<file path="config.mk">
export PLATFORM = sky130hd
export DESIGN_NAME = sd_request_arbiter
export DESIGN_NICKNAME = d
export VERILOG_FILES = /design/src/rtl/sd_arb_pkg.sv /design/src/rtl/sd_arb_rr_pick.sv /design/src/rtl/sd_request_arbiter.sv
export SDC_FILE = /design/constraint.sdc
export NUM_CORES = 1
export LEC_CHECK = 0
export ABC_AREA = 1
export CAP_MARGIN = 20
export CORE_MARGIN = 1.5
export CORE_UTILIZATION = 47
export DETAILED_ROUTE_END_ITERATION = 8
export GPL_ROUTABILITY_DRIVEN = 1
export PLACE_DENSITY = 0.83
export SLEW_MARGIN = 40
export SYNTH_ARGS = -nofsm -noshare
export SYNTH_HDL_FRONTEND = slang
export SYNTH_HIERARCHICAL = 1
export SYNTH_SLANG_ARGS = --single-unit
</file>
<file path="constraint.sdc">
create_clock -name clk -period 5.8 [get_ports clk]
set_input_delay 1.45 -clock clk [delete_from_list [all_inputs] [get_ports clk]]
set_output_delay 1.45 -clock clk [all_outputs]
set_load 0.005 [all_outputs]
</file>
<file path="src/rtl/sd_arb_pkg.sv">
// Purpose: shared types and helpers for the SD sector-port arbiter.
// Latency: n/a (types, constants and a constant function only).
// Backpressure: n/a.
package sd_arb_pkg;

    typedef enum logic [1:0] {
        IDLE,
        ISSUE,
        XFER,
        RELEASE
    } arb_state_t;

    typedef enum logic {
        RD,
        WR
    } arb_dir_t;

    localparam int NREQ_MAX = 8;

    // Ceiling log2 for elaboration-time index widths.
    function automatic int clog2(input int value);
        int r;
        r = 0;
        while ((1 << r) < value) begin
            r = r + 1;
        end
        return r;
    endfunction

endpackage

</file>
<file path="src/rtl/sd_arb_rr_pick.sv">
// Purpose: combinational round-robin picker; first set req bit searching ptr+1 upward with wrap.
// Latency: 0 cycles (pure combinational).
// Backpressure: none; the caller decides when to act on the pick.
// Ports: req (request vector), ptr (last served index), gnt (one-hot pick), idx (pick index),
//        valid (any request present).
module sd_arb_rr_pick
    import sd_arb_pkg::*;
#(
    parameter int NREQ = 5,
    parameter int IW   = 3
) (
    input  logic [NREQ-1:0] req,
    input  logic [IW-1:0]   ptr,
    output logic [NREQ-1:0] gnt,
    output logic [IW-1:0]   idx,
    output logic            valid
);

    always_comb begin : pick
        int cand;
        gnt   = '0;
        idx   = '0;
        valid = 1'b0;
        cand  = 0;
        // Offsets 1..NREQ: the last served client is considered last.
        for (int k = 1; k <= NREQ; k++) begin
            cand = (int'(ptr) + k) % NREQ;
            if (!valid && req[cand]) begin
                valid     = 1'b1;
                gnt[cand] = 1'b1;
                idx       = IW'(cand);
            end
        end
    end

endmodule

</file>
<file path="src/rtl/sd_request_arbiter.sv">
// Purpose: shares one SD sector port among NREQ clients, round-robin, one command in flight.
// Latency: request to sd_rd/sd_wr 1 cycle; ack/done registered 1 cycle after sd_busy/sd_done.
// Backpressure: command held until sd_busy; requests wait while another client owns the port.
// Optional watchdog: define SD_ARB_TIMEOUT_EN to abort a command after TIMEOUT_CYC cycles.
// Ports: clk/reset_n (sync active-low); req_rd/req_wr/req_lba from clients; req_ack/req_done/
//        req_byte_strobe/grant back to clients; arb_busy/arb_error status; sd_* to/from controller.
module sd_request_arbiter
    import sd_arb_pkg::*;
#(
    parameter int          NREQ        = 5,
    parameter logic [23:0] TIMEOUT_CYC = 24'd4000000
) (
    input  logic                 clk,
    input  logic                 reset_n,
    input  logic [NREQ-1:0]      req_rd,
    input  logic [NREQ-1:0]      req_wr,
    input  logic [NREQ*32-1:0]   req_lba,
    output logic [NREQ-1:0]      req_ack,
    output logic [NREQ-1:0]      req_done,
    output logic [NREQ-1:0]      req_byte_strobe,
    output logic [NREQ-1:0]      grant,
    output logic                 arb_busy,
    output logic                 arb_error,
    output logic [31:0]          sd_lba,
    output logic                 sd_rd,
    output logic                 sd_wr,
    input  logic                 sd_busy,
    input  logic                 sd_done,
    input  logic                 sd_rd_byte_strobe
);

    localparam int IW = (clog2(NREQ) < 1) ? 1 : clog2(NREQ);

    arb_state_t      state_q, state_n;
    arb_dir_t        dir_q, dir_n;
    logic [NREQ-1:0] grant_q, grant_n;
    logic [IW-1:0]   owner_q, owner_n;
    logic [IW-1:0]   ptr_q, ptr_n;
    logic [31:0]     lba_q, lba_n;
    logic            cmd_q, cmd_n;
    logic [NREQ-1:0] ack_q, ack_n;
    logic [NREQ-1:0] done_q, done_n;
    logic            busy_q, busy_n;
    logic            err_q, err_n;
    logic            timeout;

    logic [NREQ-1:0] pick_gnt;
    logic [IW-1:0]   pick_idx;
    logic            pick_vld;
    logic [31:0]     pick_lba;
    logic            pick_rd;

    sd_arb_rr_pick #(
        .NREQ (NREQ),
        .IW   (IW)
    ) u_pick (
        .req   (req_rd | req_wr),
        .ptr   (ptr_q),
        .gnt   (pick_gnt),
        .idx   (pick_idx),
        .valid (pick_vld)
    );

    // One-hot mux of the picked client's address.
    always_comb begin
        pick_lba = '0;
        for (int i = 0; i < NREQ; i++) begin
            if (pick_gnt[i]) begin
                pick_lba = req_lba[32*i +: 32];
            end
        end
    end

    // A client asserting both read and write gets the read first.
    assign pick_rd = |(pick_gnt & req_rd);

`ifdef SD_ARB_TIMEOUT_EN
    logic [23:0] cnt_q, cnt_n;

    assign timeout = ((state_q == ISSUE) || (state_q == XFER)) &&
                     (cnt_q == (TIMEOUT_CYC - 24'd1));

    always_comb begin
        cnt_n = cnt_q;
        if (state_q == IDLE) begin
            cnt_n = '0;
        end else if ((state_q == ISSUE) || (state_q == XFER)) begin
            cnt_n = cnt_q + 24'd1;
        end
    end

    always_ff @(posedge clk) begin
        if (!reset_n) begin
            cnt_q <= '0;
        end else begin
            cnt_q <= cnt_n;
        end
    end
`else
    // Limit only matters with the watchdog built in.
    logic unused_timeout_cyc;
    assign unused_timeout_cyc = ^TIMEOUT_CYC;
    assign timeout = 1'b0;
`endif

    always_comb begin
        state_n = state_q;
        dir_n   = dir_q;
        grant_n = grant_q;
        owner_n = owner_q;
        ptr_n   = ptr_q;
        lba_n   = lba_q;
        cmd_n   = cmd_q;
        busy_n  = busy_q;
        ack_n   = '0;
        done_n  = '0;
        err_n   = 1'b0;

        case (state_q)
            IDLE: begin
                if (pick_vld) begin
                    grant_n = pick_gnt;
                    owner_n = pick_idx;
                    lba_n   = pick_lba;
                    dir_n   = pick_rd ? RD : WR;
                    cmd_n   = 1'b1;
                    busy_n  = 1'b1;
                    state_n = ISSUE;
                end
            end
            ISSUE: begin
                // sd_done without sd_busy is a stray pulse and is ignored here.
                if (sd_busy) begin
                    cmd_n = 1'b0;
                    ack_n = grant_q;
                    if (sd_done) begin
                        done_n  = grant_q;
                        state_n = RELEASE;
                    end else begin
                        state_n = XFER;
                    end
                end
            end
            XFER: begin
                if (sd_done) begin
                    done_n  = grant_q;
                    state_n = RELEASE;
                end
            end
            RELEASE: begin
                grant_n = '0;
                busy_n  = 1'b0;
                ptr_n   = owner_q;
                state_n = IDLE;
            end
            default: begin
                state_n = IDLE;
            end
        endcase

        // Watchdog abort overrides whatever the controller is doing this cycle.
        if (timeout) begin
            cmd_n   = 1'b0;
            done_n  = grant_q;
            err_n   = 1'b1;
            state_n = RELEASE;
        end
    end

    always_ff @(posedge clk) begin
        if (!reset_n) begin
            state_q <= IDLE;
            dir_q   <= RD;
            grant_q <= '0;
            owner_q <= '0;
            ptr_q   <= IW'(NREQ - 1);
            lba_q   <= '0;
            cmd_q   <= 1'b0;
            ack_q   <= '0;
            done_q  <= '0;
            busy_q  <= 1'b0;
            err_q   <= 1'b0;
        end else begin
            state_q <= state_n;
            dir_q   <= dir_n;
            grant_q <= grant_n;
            owner_q <= owner_n;
            ptr_q   <= ptr_n;
            lba_q   <= lba_n;
            cmd_q   <= cmd_n;
            ack_q   <= ack_n;
            done_q  <= done_n;
            busy_q  <= busy_n;
            err_q   <= err_n;
        end
    end

    assign grant     = grant_q;
    assign req_ack   = ack_q;
    assign req_done  = done_q;
    assign arb_busy  = busy_q;
    assign arb_error = err_q;
    assign sd_lba    = lba_q;
    assign sd_rd     = cmd_q && (dir_q == RD);
    assign sd_wr     = cmd_q && (dir_q == WR);

    // Byte strobes reach only the owner, with no register in the path.
    assign req_byte_strobe = (state_q == XFER) ? (grant_q & {NREQ{sd_rd_byte_strobe}}) : '0;

endmodule
</file>
# Word-level counts from Yosys, hierarchy flattened
# Cells that the tools add are included.
# op_classes
n_addsub	5
mux	61
n_reduce_logical	24
bitwise_logic	8
div	5
n_eq_ne	6
magnitude_cmp	10
# ops
operator	n
32-bit by 1-bit greater-or-equal comparator with 1-bit output (second input constant)	5
32-bit by 5-bit less-than comparator with 1-bit output (second input constant)	5
32-bit by 4-bit modulo with 32-bit output (second input constant)	5
32-bit 2-to-1 mux	5
5-bit 2-to-1 mux	9
5-bit bitwise OR	5
1-bit 2-to-1 mux	24
5-bit one-hot mux with 2 select lines	2
1-bit binary-select mux with 3-bit select	5
1-bit demux with 3-bit select	5
3-bit 2-to-1 mux	5
1-bit logical AND	11
5-bit bitwise AND	2
3-bit AND reduction	3
3-bit by 2-bit adder with 4-bit output (second input constant)	2
3-bit by 3-bit adder with 4-bit output (second input constant)	2
2-bit one-hot mux with 4 select lines	1
2-bit 2-to-1 mux	3
2-bit != test (second input constant)	3
5-bit OR reduction	1
3-bit by 1-bit adder with 4-bit output (second input constant)	1
2-bit == test (second input constant)	2
1-bit zero test	4
1-bit one-hot mux with 2 select lines	2
other kinds (5)	7
# totals
output_inout_bits	56
inputBits	175
register_bits	58

# Logic depth before layout (Yosys ltp)
# logic_depth
depth_word	23
depth_mapped	37

# Hierarchy
# Netlist, hierarchy kept.
# modules_own_cells
module	seq_area_each_um2	area_each_um2	n_inst	cells_per_inst
sd_request_arbiter	1161.1	3920.0	1	637
sd_arb_rr_pick	0.0	2502.4	1	490

# Worst setup path before layout
# No wires, ideal clock.
# synth_timing
path_type	flip-flop to flip-flop
from	reg ptr_q[0]
to	reg lba_q[28] (netlist: sd_lba[28])
setup_slack_ns	1.123
t_arrival_ns	4.545
stages_incl_launch_ff	36
path_buffers	4
synth_period_minus_slack_ns	4.677
t_required_ns	5.668
setup_ns	0.132
path_cell_list	dfxtp_1 buf_4 clkinv_1 ha_1 clkbuf_1 inv_1 ha_1 inv_1 nand3_1 nand2_2 nand2_4 xor2_1 ha_1 nand2_1 nand3_1 nand3_2 nand2_1 nand2_2 nor2_1 nand2_1 nand2_1 inv_1 nand2_2 nand3b_4 nor2_4 nand3_1 nand2_1 buf_6 inv_4 buf_6 nand3_1 nand2_1 nand2_1 nand2_1 nand2_1 a21oi_1
# synth_rtl
item	line	rtl
start: declaration	sd_request_arbiter.sv:38	logic [IW-1:0] ptr_q, ptr_n;
start signal: assignment	sd_request_arbiter.sv:176	ptr_q <= IW'(NREQ - 1);
start signal: assignment	sd_request_arbiter.sv:188	ptr_q <= ptr_n;
branches (longest 17 deep; another with 32-bit by 4-bit modulo with 32-bit output)	-	
5-bit 2-to-1 mux (*)	sd_arb_rr_pick.sv:28	if (!valid && req[cand]) begin
named net pick_gnt[1]	sd_request_arbiter.sv:47	logic [NREQ-1:0] pick_gnt;
32-bit 2-to-1 mux (*) (4 in a row)	sd_request_arbiter.sv:68	if (pick_gnt[i]) begin
end signal: assignment	sd_request_arbiter.sv:189	lba_q <= lba_n;
end: declaration	sd_request_arbiter.sv:39	logic [31:0] lba_q, lba_n;
# Mark *: on every way through the listed nets, which the timed path passes. The select of a mux whose other input is x is not followed.
# A chain may end at the register's enable or synchronous reset.

# Worst setup path in the final report
# layout_timing
from	reg ptr_q[1]
to	reg lba_q[19] (netlist: sd_lba[19])
# layout_rtl
item	line
branches (longest 17 deep; another with 32-bit by 4-bit modulo with 32-bit output)	-
5-bit 2-to-1 mux (*)	sd_arb_rr_pick.sv:28
named net pick_gnt[2]	sd_request_arbiter.sv:47
32-bit 2-to-1 mux (*) (3 in a row)	sd_request_arbiter.sv:68
# Marks and branches as above.

==> impl_summary.txt <==
----------------------------------------------------
[Place]
  Placer congestion estimate ... 0.920
  Post-place setup slack ... 714 ps
  Detailed placer's ending HPWL ... 17,100 µm
  Count of buffers from port buffering ... 229

[Worst setup path]
  Source of the worst register-to-register timing path ... ptr_q[1]
  Critical path fanouts, max ... 33
  Data required time at the worst endpoint ... 6040 ps
  Crit path launch ... ptr_q[1]
  Critical path class ... flop to flop
  Worst setup EP type ... flop
  Worst path max stage delay ... 460 ps
  Crit path top cell by count ... sky130_fd_sc_hd__nand2_1
  Max stage delay cell, worst path ... sky130_fd_sc_hd__ha_1
  Type of origin of the critical path ... flop
  CP arrival ... 5260 ps

[Detailed routing]
  WL met2 ... 11,100 µm
  Met3 wire length ... 1890 µm
  Top layer reached by signal wires ... met4
  Count of vias placed by the detailed router ... 8,015
  Met1 Routed Length ... 9410 µm
  Remaining antenna violation count ... 0
  Wire length per cell after detailed routing ... 15.2 µm
  DR iter-0 viols ... 638
  Number of iterations in the first detailed-routing pass ... 5
  Vias per cell ... 5.31
  DR DRC count ... 0
  Final WL ... 23,000 µm

[CTS]
  Clock root cell ... sky130_fd_sc_hd__clkbuf_16
  Clock Pin Slew Worst Setup and Hold Paths ... 60 ps
  Sinks on Clock Net ... 58
  TritonCTS clock tree ... yes
  Deepest level of the CTS H-tree ... 3
  Post-CTS Hold Fix Bufs ... 0
  Clock buffers created by TritonCTS ... 9
  Maximum number of buffers from clock root to sink ... 2
  Skew-Pair Late Insertion Delay ... 330 ps
  Buffers inserted by post-CTS timing repair ... 0

[Cells and area]
  Seq. cell area ... 1160 µm²
  Leading cell type in the layout, fill and taps excluded ... sky130_fd_sc_hd__nand2_1
  Total of fill cells in the finished design ... 1,210
  Count of antenna diodes in the layout ... 0
  Most frequent cells in the layout ... sky130_fd_sc_hd__nand2_1 (344), sky130_fd_sc_hd__clkdlybuf4s50_1 (229), sky130_fd_sc_hd__a21oi_1 (162)
  Area growth from synthesis to layout ... 40.6%
  Layout Nets ... 1,544
  Multi-input combinational cell area ... 4330 µm²
  Final cell utilization of the core ... 67.9%
  Layout cells sized above 1 ... 7.27%

[STA]
  Final number of max-transition violations ... 0
  Post-route setup slack ... 780 ps
  Worst relative slew slack ... 47.3%
  Fin crit share ... 86.6%
  F_max ... 199 MHz
  Setup_tns ... 0 ps
  Finish-stage setup viols ... 0
  Clock period minus final worst setup slack ... 5020 ps
  Worst setup skew after layout ... 10.8 ps
  Final Hold Vio Count ... 0
  RSZ-0062 raised after global routing ... false
  Actual slew at the worst max-slew pin ... 790 ps

[Logic synthesis]
  Area share of the leading cell type in the synthesized netlist ... 20.2%
  Syn Inst Count ... 1,127
  Average instance area after synthesis ... 5.70 µm²
  Total nets after synthesis ... 1,342
  Number of enable-type register cells in the synthesized netlist ... 0
  Post-synthesis cell area ... 6420 µm²
  Fraction of the yosys area taken by sequential cells ... 18.1%
  Share of flip-flops with an asynchronous set or reset ... 0%
  Number of unique standard cell types used by synthesis ... 41
  Seq cells post-synth ... 58
  Ranking of synthesized cells by area ... sky130_fd_sc_hd__nand2_1 (20%), sky130_fd_sc_hd__dfxtp_1 (18%), sky130_fd_sc_hd__a21oi_1 (13%)
  Cell taking the most area after synthesis ... sky130_fd_sc_hd__nand2_1
  Predominant post-synthesis flop cell ... sky130_fd_sc_hd__dfxtp_1
  Yosys Warn Count ... 6

[Floorplan]
  Floorplan core area ... 13,300 µm²
  Placement row count ... 42
  Floorplan die area ... 14,400 µm²
  Starting utilization of the core area ... 48.3%
  I/O Pins ... 231
  Die height ... 120 µm
  Width of the die ... 120 µm

[GRT]
  Via count of the first global-routing pass ... 7,153
  Number of antenna violations at the first check in global routing ... 0
  Pin count of the biggest net entering global routing ... 71
  First-pass GRT wire length ... 35,000 µm
  Overflow left after global routing ... 0
  Combined global-route utilization of all metal layers ... 30.5%

[Status]
  Outcome ... finished, final reports clean

[Job]
  Reported max-cap violation count ... 0

[Pwr]
  Static Leak ... 4.45 nW
  Pwr/cell area ... 588 nW/µm²
  Total power ... 0.00531 W
  Maximum ir drop on the vdd rail ... 0.312 mV

[Worst hold path]
  Type of the most critical hold path ... flop to flop
  Hold path startpoint ... sd_lba[4]

----------------------------------------------------
critical path, delay by kind of cell, from the launching register on:
kind	cells	cell delay [ps]
AO/OA/AOI/OAI	2	210
flip-flops	1	440
adder cells (fa/ha/maj)	3	970
buffers and inverters	5	720
XOR/XNOR	1	330
AND/OR/NAND/NOR	20	2210
logic make-up after synthesis:
| group | Yosys count | share of synthesized area (%) |
|---|---|---|
| xor+xnor | 4 | 0.545 |
| flops | 58 | 18.1 |
| fa+ha+maj | 40 | 7.79 |
| compound gates | 226 | 19.6 |
| other cells | 1 | 0.0584 |
| simple gates | 580 | 39.1 |
| buf+inv | 218 | 14.9 |
sequential cells by signal (all words and copies together) (netlist names):
name	cells
state_q	2
sd_lba	32
req_done	5
grant	5
arb_busy	1
cmd_q	1
ptr_q	3
owner_q	3
req_ack	5
dir_q	1
synth_stat cells (2+ instances only):
cell type	number
sky130_fd_sc_hd__buf_4	10
sky130_fd_sc_hd__clkbuf_1	10
sky130_fd_sc_hd__inv_2	5
sky130_fd_sc_hd__nand3b_1	2
sky130_fd_sc_hd__nor3b_1	2
sky130_fd_sc_hd__buf_6	10
sky130_fd_sc_hd__o21ai_1	7
sky130_fd_sc_hd__nand3_1	80
sky130_fd_sc_hd__o22ai_1	2
sky130_fd_sc_hd__nand4_1	22
sky130_fd_sc_hd__nor3_1	20
sky130_fd_sc_hd__nand2_1	346
sky130_fd_sc_hd__a21oi_1	162
sky130_fd_sc_hd__dfxtp_1	58
sky130_fd_sc_hd__nor2_2	5
sky130_fd_sc_hd__o21bai_1	3
sky130_fd_sc_hd__nor2_1	71
sky130_fd_sc_hd__buf_2	19
sky130_fd_sc_hd__nand2_4	2
sky130_fd_sc_hd__o211ai_1	4
sky130_fd_sc_hd__ha_1	40
sky130_fd_sc_hd__o21ai_2	2
sky130_fd_sc_hd__nand2_2	17
sky130_fd_sc_hd__a21oi_2	21
sky130_fd_sc_hd__or2_2	5
sky130_fd_sc_hd__o21ai_0	21
sky130_fd_sc_hd__nand3_2	4
sky130_fd_sc_hd__inv_1	161
sky130_fd_sc_hd__xor2_1	4
through the flow:
stage / hold slack [ps] / cells / instance area [µm²]
after floorplan: 443 / 1127 / 6420
final: 462 / 1510 / 9030
after global placement: 451 / 1493 / 8750
after detailed placement: 454 / 1493 / 8750
after CTS: 463 / 1509 / 9020
after global routing: 477 / 1510 / 9030
metal layers:
layer / vias to the layer above / track usage [%]
met1: 3604 / 36.7
met5: - / 0
met4: 0 / 9.38
met3: 51 / 7.75
met2: 361 / 53.2
li1: 3999 / -
worst paths after layout:
check | endpoint | slack, ps | depth (start not counted)
setup / recovery | sd_lba[19] | 780 | 31
hold / removal | sd_lba[4] | 460 | 2
setup reg to reg | sd_lba[19] | 780 | 31
hold reg to reg | sd_lba[4] | 460 | 2
power by group:
part	leakage (nW)	switching (W)	total, W	internal (W)
Combinational	3.85	0.00272	0.00425	0.00153
Sequential	0.475	0.0000644	0.000570	0.000506
Clock	0.127	0.000196	0.000482	0.000287
timing repair:
action	4_1_cts	5_1_grt
setup endpoints to repair	0	16
hold endpoints to repair	0	0
resized for setup	0	1
cell type report:
type | count | share of cell area [%]
inverters | 168 | 7.01
multi-input cells | 852 | 48.0
repair buffers | 240 | 26.7
clock inverters | 7 | 0.513
well taps | 176 | 2.44
flip-flops and latches | 58 | 12.9
clock buffers | 9 | 2.49
Note: power is estimated with default switching activity, not from simulation.
